## src/rtl/change_pkg.sv

```systemverilog
// Shared types and constants for the change dispenser: FSM states, change
// code width and coin values in 5-cent units.
package change_pkg;

  typedef enum logic [2:0] {
    S_IDLE,
    S_VEND,
    S_DIME,
    S_NICKEL,
    S_GAP,
    S_DONE
  } state_t;

  localparam int unsigned CHANGE_W         = 3;
  localparam int unsigned MAX_CHANGE_UNITS = 4;
  localparam int unsigned NICKEL_UNITS     = 1;
  localparam int unsigned DIME_UNITS       = 2;

  function automatic int unsigned max3(input int unsigned a, input int unsigned b,
                                       input int unsigned c);
    int unsigned m;
    m = (a > b) ? a : b;
    return (m > c) ? m : c;
  endfunction

endpackage

```

## src/rtl/pulse_timer.sv

```systemverilog
// Down-counting interval timer: load N, then expired is high in the Nth cycle
// after the load and stays high until the next load.
module pulse_timer #(
  parameter int unsigned W = 8
) (
  input  logic         clk,
  input  logic         rst,
  input  logic         load,
  input  logic [W-1:0] value,
  output logic         expired
);

  logic [W-1:0] count;

  // Loading value-1 makes the expiry cycle the last cycle of the interval.
  always_ff @(posedge clk) begin
    if (rst) begin
      count <= '0;
    end else if (load) begin
      count <= value - W'(1);
    end else if (count != '0) begin
      count <= count - W'(1);
    end
  end

  assign expired = (count == '0);

endmodule

```

## src/rtl/change_dispenser.sv

```systemverilog
// Vend-then-pay change dispenser with a single pending-request slot in front
// of a dispense FSM that shares one interval timer across all timed states.
module change_dispenser
  import change_pkg::*;
#(
  parameter int unsigned PULSE_CYCLES = 4,
  parameter int unsigned GAP_CYCLES   = 2,
  parameter int unsigned ACK_TIMEOUT  = 255
) (
  input  logic                i_clk,
  input  logic                i_rst,
  input  logic                i_soda,
  input  logic [CHANGE_W-1:0] i_change,
  input  logic                i_vend_ack,
  output logic                o_vend,
  output logic                o_dime_out,
  output logic                o_nickel_out,
  output logic                o_done,
  output logic                o_busy,
  output logic                o_overflow,
  output logic                o_bad_code,
  output logic                o_fault
);

  localparam int unsigned TIMER_W = $clog2(max3(PULSE_CYCLES, GAP_CYCLES, ACK_TIMEOUT) + 1);

  state_t              state, state_next, coin_state;
  logic                pend_valid;
  logic [CHANGE_W-1:0] pend_change;
  logic [1:0]          dimes, dimes_next;
  logic                nickel, nickel_next;
  logic                consume, code_ok, accept, set_fault;
  logic                load, expired;
  logic [TIMER_W-1:0]  load_value;

  assign code_ok = (i_change <= CHANGE_W'(MAX_CHANGE_UNITS));
  assign consume = (state == S_IDLE) && pend_valid;
  // The slot may be refilled in the same cycle the FSM drains it.
  assign accept  = i_soda && code_ok && (!pend_valid || consume);

  always_ff @(posedge i_clk) begin
    if (i_rst) begin
      pend_valid  <= 1'b0;
      pend_change <= '0;
      o_overflow  <= 1'b0;
      o_bad_code  <= 1'b0;
    end else begin
      if (accept) begin
        pend_valid  <= 1'b1;
        pend_change <= i_change;
      end else if (consume) begin
        pend_valid <= 1'b0;
      end
      if (i_soda && !code_ok) o_bad_code <= 1'b1;
      if (i_soda && code_ok && !accept) o_overflow <= 1'b1;
    end
  end

  always_ff @(posedge i_clk) begin
    if (i_rst) begin
      state   <= S_IDLE;
      dimes   <= '0;
      nickel  <= 1'b0;
      o_fault <= 1'b0;
    end else begin
      state  <= state_next;
      dimes  <= dimes_next;
      nickel <= nickel_next;
      if (set_fault) o_fault <= 1'b1;
    end
  end

  always_comb begin
    if (dimes != '0)  coin_state = S_DIME;
    else if (nickel)  coin_state = S_NICKEL;
    else              coin_state = S_DONE;
  end

  always_comb begin
    state_next   = state;
    dimes_next   = dimes;
    nickel_next  = nickel;
    set_fault    = 1'b0;
    o_vend       = 1'b0;
    o_dime_out   = 1'b0;
    o_nickel_out = 1'b0;
    o_done       = 1'b0;
    case (state)
      S_IDLE: begin
        if (pend_valid) begin
          state_next  = S_VEND;
          dimes_next  = 2'(pend_change / CHANGE_W'(DIME_UNITS));
          nickel_next = pend_change[0];
        end
      end
      S_VEND: begin
        o_vend = 1'b1;
        if (i_vend_ack) begin
          state_next = coin_state;
        end else if (expired) begin
          set_fault  = 1'b1;
          state_next = coin_state;
        end
      end
      S_DIME: begin
        o_dime_out = 1'b1;
        if (expired) begin
          state_next = S_GAP;
          dimes_next = dimes - 2'd1;
        end
      end
      S_NICKEL: begin
        o_nickel_out = 1'b1;
        if (expired) begin
          state_next  = S_GAP;
          nickel_next = 1'b0;
        end
      end
      S_GAP: begin
        if (expired) state_next = coin_state;
      end
      S_DONE: begin
        o_done     = 1'b1;
        state_next = S_IDLE;
      end
      default: state_next = S_IDLE;
    endcase
  end

  // Every transition changes state, so a state change marks each entry.
  always_comb begin
    load = (state_next != state);
    case (state_next)
      S_VEND:            load_value = TIMER_W'(ACK_TIMEOUT);
      S_DIME, S_NICKEL:  load_value = TIMER_W'(PULSE_CYCLES);
      S_GAP:             load_value = TIMER_W'(GAP_CYCLES);
      default:           load_value = '0;
    endcase
  end

  pulse_timer #(
    .W(TIMER_W)
  ) u_timer (
    .clk    (i_clk),
    .rst    (i_rst),
    .load   (load),
    .value  (load_value),
    .expired(expired)
  );

  assign o_busy = pend_valid || (state != S_IDLE);

endmodule

```

## config.mk

```make
export PLATFORM = sky130hd
export DESIGN_NAME = change_dispenser
export DESIGN_NICKNAME = d
export VERILOG_FILES = /design/src/rtl/change_pkg.sv /design/src/rtl/pulse_timer.sv /design/src/rtl/change_dispenser.sv
export SDC_FILE = /design/constraint.sdc
export NUM_CORES = 1
export LEC_CHECK = 0
export BUFFER_PORTS_ARGS = -buffer_cell sky130_fd_sc_hd__buf_2
export CAP_MARGIN = 25
export CORE_MARGIN = 2
export CORE_UTILIZATION = 60
export CTS_CLUSTER_SIZE = 10
export DETAILED_ROUTE_END_ITERATION = 6
export GPL_ROUTABILITY_DRIVEN = 0
export GPL_TIMING_DRIVEN = 0
export PLACE_DENSITY = 0.82
export SLEW_MARGIN = 20
export SYNTH_ARGS = -nofsm -noshare
export SYNTH_HDL_FRONTEND = slang
export SYNTH_SLANG_ARGS = --single-unit
```

## constraint.sdc

```tcl
create_clock -name i_clk -period 8.8 [get_ports i_clk]
set_input_delay 2.2 -clock i_clk [delete_from_list [all_inputs] [get_ports i_clk]]
set_output_delay 2.2 -clock i_clk [all_outputs]
set_load 0.02 [all_outputs]
```

After elaboration in Yosys (flattened, before gate mapping)
Cells that the tools add are included.
{ "op_classes": {"n_mux": 25, "n_addsub": 3, "n_lt_le_gt_ge": 1, "n_reduce_logical": 23, "n_eq_ne": 13} }
{ "ops": {"columns": ["op", "n"], "rows": [
  ["case mux 8 bit (3 select lines)", 1],
  ["2-to-1 mux 3 bit", 6],
  ["2-to-1 mux 8 bit", 2],
  ["subtractor 8 x 1 -> 8 bit, second input constant", 2],
  ["== test 3 x 2 -> 1 bit, second input constant", 4],
  ["case mux 3 bit (4 select lines)", 1],
  ["2-to-1 mux 1 bit", 11],
  ["nonzero test 2 bit", 5],
  ["== test 3 bit, second input constant", 3],
  ["logical NOT 8 bit", 1],
  ["nonzero test 8 bit", 1],
  ["== test 3 x 1 -> 1 bit, second input constant", 2],
  ["!= test 2 bit, second input constant", 3],
  ["AND reduction 3 bit", 2],
  ["logical AND 1 bit", 5],
  ["2-to-1 mux 2 bit", 2],
  ["case mux 2 bit (2 select lines)", 1],
  ["OR reduction 2 bit", 2],
  ["<= comparator 3 bit, second input constant", 1],
  ["logical NOT 1 bit", 3],
  ["logical NOT 3 bit", 1],
  ["!= test 3 bit", 1],
  ["nonzero test 3 bit", 1],
  ["logical OR 1 bit", 2],
  ["other kinds (2)", 2]
]} }
{ "word_totals": {"reg_bits": 21, "out_inout_bits": 8} }

Logic depth before layout (Yosys ltp)
{ "logic_depth": {"word_depth": 10, "mapped_depth": 16, "ltp_nobuf": 16} }

Cells and area by module
Synthesis repeated with hierarchy kept, for this count alone.
{ "unflattened": {"cells_unflattened": 160, "area_unflattened_um2": 1350.0} }
{ "modules_own_cells": {"columns": ["mod", "cells_per_inst", "instances", "area_each_um2"], "rows": [
  ["change_dispenser", 105, 1, 849.6],
  ["pulse_timer", 55, 1, 500.5]
]} }

Worst setup path after synthesis
No wires, ideal clock.
{ "synth_timing": {"kind": "input port to flip-flop", "from": "input port i_vend_ack", "to": "register u_timer.count[6]", "arrival_ns": 4.247, "setup_slack_ns": 4.416, "stages": 12, "n_path_buf": 0, "cell_sequence": "a22o_1 nor2_1 nor2_2 nor2_1 nor3_1 a22oi_1 ha_1 inv_1 nor3_1 or4bb_1 o21ai_0 a41oi_1"} }
{ "synth_via": {"elab_chain_cells": 7, "elab_cells_between_ends": 12, "classes_between": "1 x add/sub; 5 x eq/ne; 4 x mux; 2 x reduce/logical"} }
{ "synth_lines": {"columns": ["item", "line_no", "text"], "rows": [
  ["start, declared", "change_dispenser.sv:14", "input logic i_vend_ack,"],
  ["2-to-1 mux 3 bit (*)", "change_dispenser.sv:98", "if (i_vend_ack) begin"],
  ["case mux 3 bit (4 select lines) (*)", "change_dispenser.sv:88", "case (state)"],
  ["== test 3 x 2 -> 1 bit", "change_dispenser.sv:133", "case (state_next)"],
  ["OR reduction 2 bit", "change_dispenser.sv:133", null],
  ["case mux 8 bit (3 select lines)", "change_dispenser.sv:133", null],
  ["subtractor 8 x 1 -> 8 bit", "pulse_timer.sv:20", "count <= value - W'(1);"],
  ["2-to-1 mux 8 bit", "pulse_timer.sv:19", "end else if (load) begin"],
  ["end signal, assigned", "pulse_timer.sv:20", null],
  ["end signal, assigned", "pulse_timer.sv:22", "count <= count - W'(1);"],
  ["end, declared", "pulse_timer.sv:13", "logic [W-1:0] count;"]
]} }
Every way passes the cells marked *; elsewhere a longest branch is shown, timed or not.
A chain may end at the register's enable or synchronous reset.

Worst setup path after layout
Ends and elaborated chain as after synthesis.

==> impl_metrics.yaml <==
route:
  firstDrtPassIters: 5
  vias: 1158
  avgRoutedWirePerCell_um: 14.5
  antenna_left: 0
  drt-total-wl_um: 2830
  drc: 0
  via_per_inst: 5.94
  drtIter0Drc: 52
die:
  io_pins: 15
  die_area_sq_um: 2460
  die_h_um: 49.6
  fp.coreArea_sq_um: 1960
  die_width_um: 49.6
  rows: 16
  start_util: 0.637
timing:
  slew_headroom: 0.667
  setup_viol: 0
  rsz0062_at_grt: "false"
  period_share: 0.525
  finalSetupTns_ns: 0
  hold_viol_final: 0
  fin_skew_ns: 0.00343
  fmax_mhz: 217
  worstMarginPinSlew_ns: 0.499
  drv_slew: 0
  min_period_ns: 4.62
power_and_ir_drop:
  power_density_nw_per_um2: 293
  p_leak_nw: 0.581
  max-vdd-ir-drop_v: 0.000205
cts:
  clock-sinks: 21
  postCtsSetupRepairBufs: 0
  cts.hold.buffers_added: 0
  ctsRootBufferMaster: "clkbuf_4"
  clk_latency_ns: 0.30
  path_clk_slew_ns: 0.11
  htree_levels: 1
  cts.repair.resized: 0
  numCtsBuffers: 3
  cts_tree: "yes"
  clock_path_buffers: 2
run:
  drv_cap: 0
synth:
  synth-compound-area-share: 0.215
  synth_edf_count: 0
  synth-simple-area-share: 0.312
  synthAdderAreaFrac: 0.0200
  ys.flop_type: "dfxtp_1"
  synthMuxAreaShare: 0.0410
  synth_fp_nets: 159
  async_reset_ff_frac: 0
  syn-instance-count: 150
  yosys_warnings: 0
  yosysTopAreaCellShare: 0.336
  netlist_area_sq_um: 1250
  synth_top_family_by_area: "simple AND/OR/NAND/NOR gates"
  ys_types: 47
  syn_area_per_cell_sq_um: 8.33
  synthXorXnorAreaFrac: 0.0280
  synth_seq_cells: 21
  synth_area_leaders: "dfxtp_1, nor2_1, a21oi_1"
  ys_seq_area_frac: 0.336
  yosysTopAreaCell: "dfxtp_1"
critical_path:
  slowest_delay_ns: 0.46
  path_delay_family: "simple AND/OR/NAND/NOR gates"
  cpMaxStageDelayCell: "or4bb_1"
  endpoint_kind: "flop"
  cp_num_buf_inv: 2
  crit_chain: "buf_2, a22o_1, nor2_1, nor2_2, nor2_1, nor3_1, a22oi_1, ha_1, inv_1, nor3_1, or4bb_1, o21ai_0, a41oi_1"
  worstPathArrival_ns: 4.80
  setup.worst_path.start_class: "input port"
  path_max_fanout: 6
  crit_type: "input port to flop"
  required_ns: 8.99
global_route:
  overflow: 0
  grtUsageTotal: 0.259
  antenna_found_initial: 0
  grt_max_degree: 12
  grt_pass1_vias: 1115
  grt_pass1_wl_um: 4930
finish:
  area_growth_pct: 10.4
  regArea_sq_um: 420
  layout-drive-gt1-share: 0.196
  fill_cells: 180
  fin_cells: 195
  design_area_sq_um: 1380
  multi_input_area_sq_um: 771
  final_util: 0.703
  layout.nets: 178
  diodes: 0
placed_design:
  post-dp-hpwl_um: 2120
  io_buffers: 14
  place_area_sq_um: 1350
  dp_cells: 191
outcome:
  outcome: "finished, final reports clean"
min_path:
  hold_class: "flop to flop"
==> synthesized netlist by cell type, types with 2 or more instances <==
cell      count
nor2_1       24
xnor2_1       2
a31oi_1       2
o21ai_0       4
xor2_1        2
and2_1        2
nand2_1      12
nand3_1       5
nand2b_1      4
nor4_4        2
dfxtp_1      21
clkbuf_1      2
mux2i_1       4
ha_1          2
nor3_1       12
inv_1         6
buf_2         2
a21oi_1      13
==> worst paths after layout <==
kind / end / slack, ns / cells past startpoint / from
setup / recovery: u_timer.count[6]$_SDFFE_PP0P_ / 4.18 / 13 / i_vend_ack
hold reg to reg: o_fault$_SDFFE_PP0P_ / 0.47 / 2 / o_fault$_SDFFE_PP0P_
setup reg to reg: u_timer.count[6]$_SDFFE_PP0P_ / 5.35 / 13 / u_timer.count[3]$_SDFFE_PP0P_
hold / removal: o_fault$_SDFFE_PP0P_ / 0.47 / 2 / o_fault$_SDFFE_PP0P_
==> state kept, by name, indices dropped and copies added (netlist names) <==
| register | flops |
|---|---|
| u_timer.count | 8 |
| pend_change | 3 |
| state | 3 |
| dimes | 2 |
| nickel | 1 |
| o_bad_code | 1 |
| o_fault | 1 |
| o_overflow | 1 |
| pend_valid | 1 |
==> cell type report <==
cell class / count / share of cell area
Buffer: 6 / 0.0263
Clock buffer: 4 / 0.0190
Inverter: 6 / 0.0163
Multi-Input combinational cell: 117 / 0.558
Sequential cell: 21 / 0.305
Tap cell: 27 / 0.0245
Timing Repair Buffer: 14 / 0.0508
==> logic make-up after synthesis <==
group / after synthesis
and+or+nand+nor: 72
adders and majority gates: 2
AOI/OAI and AO/OA: 34
DFF: 21
xor gates and xnor gates: 4
muxes: 5
buffers and inverters: 12
==> worst register-to-register path: cells and delay by family (launching register included) <==
family / cells / cell delay [ns]
AO/OA/AOI/OAI: 4 / 0.90
buffers and inverters: 1 / 0.09
flip-flops: 1 / 0.38
AND/OR/NAND/NOR: 7 / 1.77
adder cells (fa/ha/maj): 1 / 0.19
==> metal layers <==
layer	vias up	track usage	part of all wire
met5	-	0	0
met4	0	0.0833	0.0071
met3	4	0.0364	0.057
met2	44	0.431	0.48
met1	537	0.345	0.45
li1	573	-	-
==> power by group <==
group          internal [mW]  switching (mW)
clock                 0.0177          0.0287
sequential             0.116          0.0244
combinational         0.0906           0.127
total                  0.224           0.180
==> stage by stage <==
step	setup slack [ns]	power (mW)	hold slack, ns
after floorplan	4.42	0.311	0.453
after global routing	4.05	0.436	0.518
after global placement	4.07	0.347	0.442
after CTS	4.23	0.401	0.480
after detailed placement	3.97	0.354	0.453
final	4.18	0.404	0.474
==> cell usage in the layout, fill, tap and decap left out, types with 2 or more instances in the layout <==
master,Yosys,final
a21oi_1,13,13
a31oi_1,2,2
and2_1,2,2
buf_2,2,16
clkbuf_1,2,3
clkbuf_4,0,3
dfxtp_1,21,21
ha_1,2,2
inv_1,6,6
mux2i_1,4,4
nand2_1,12,12
nand2b_1,4,4
nand3_1,5,5
nor2_1,24,24
nor3_1,12,12
nor4_4,2,2
o21ai_0,4,4
xnor2_1,2,2
xor2_1,2,2
No activity file was read; power rests on OpenSTA's default activity.
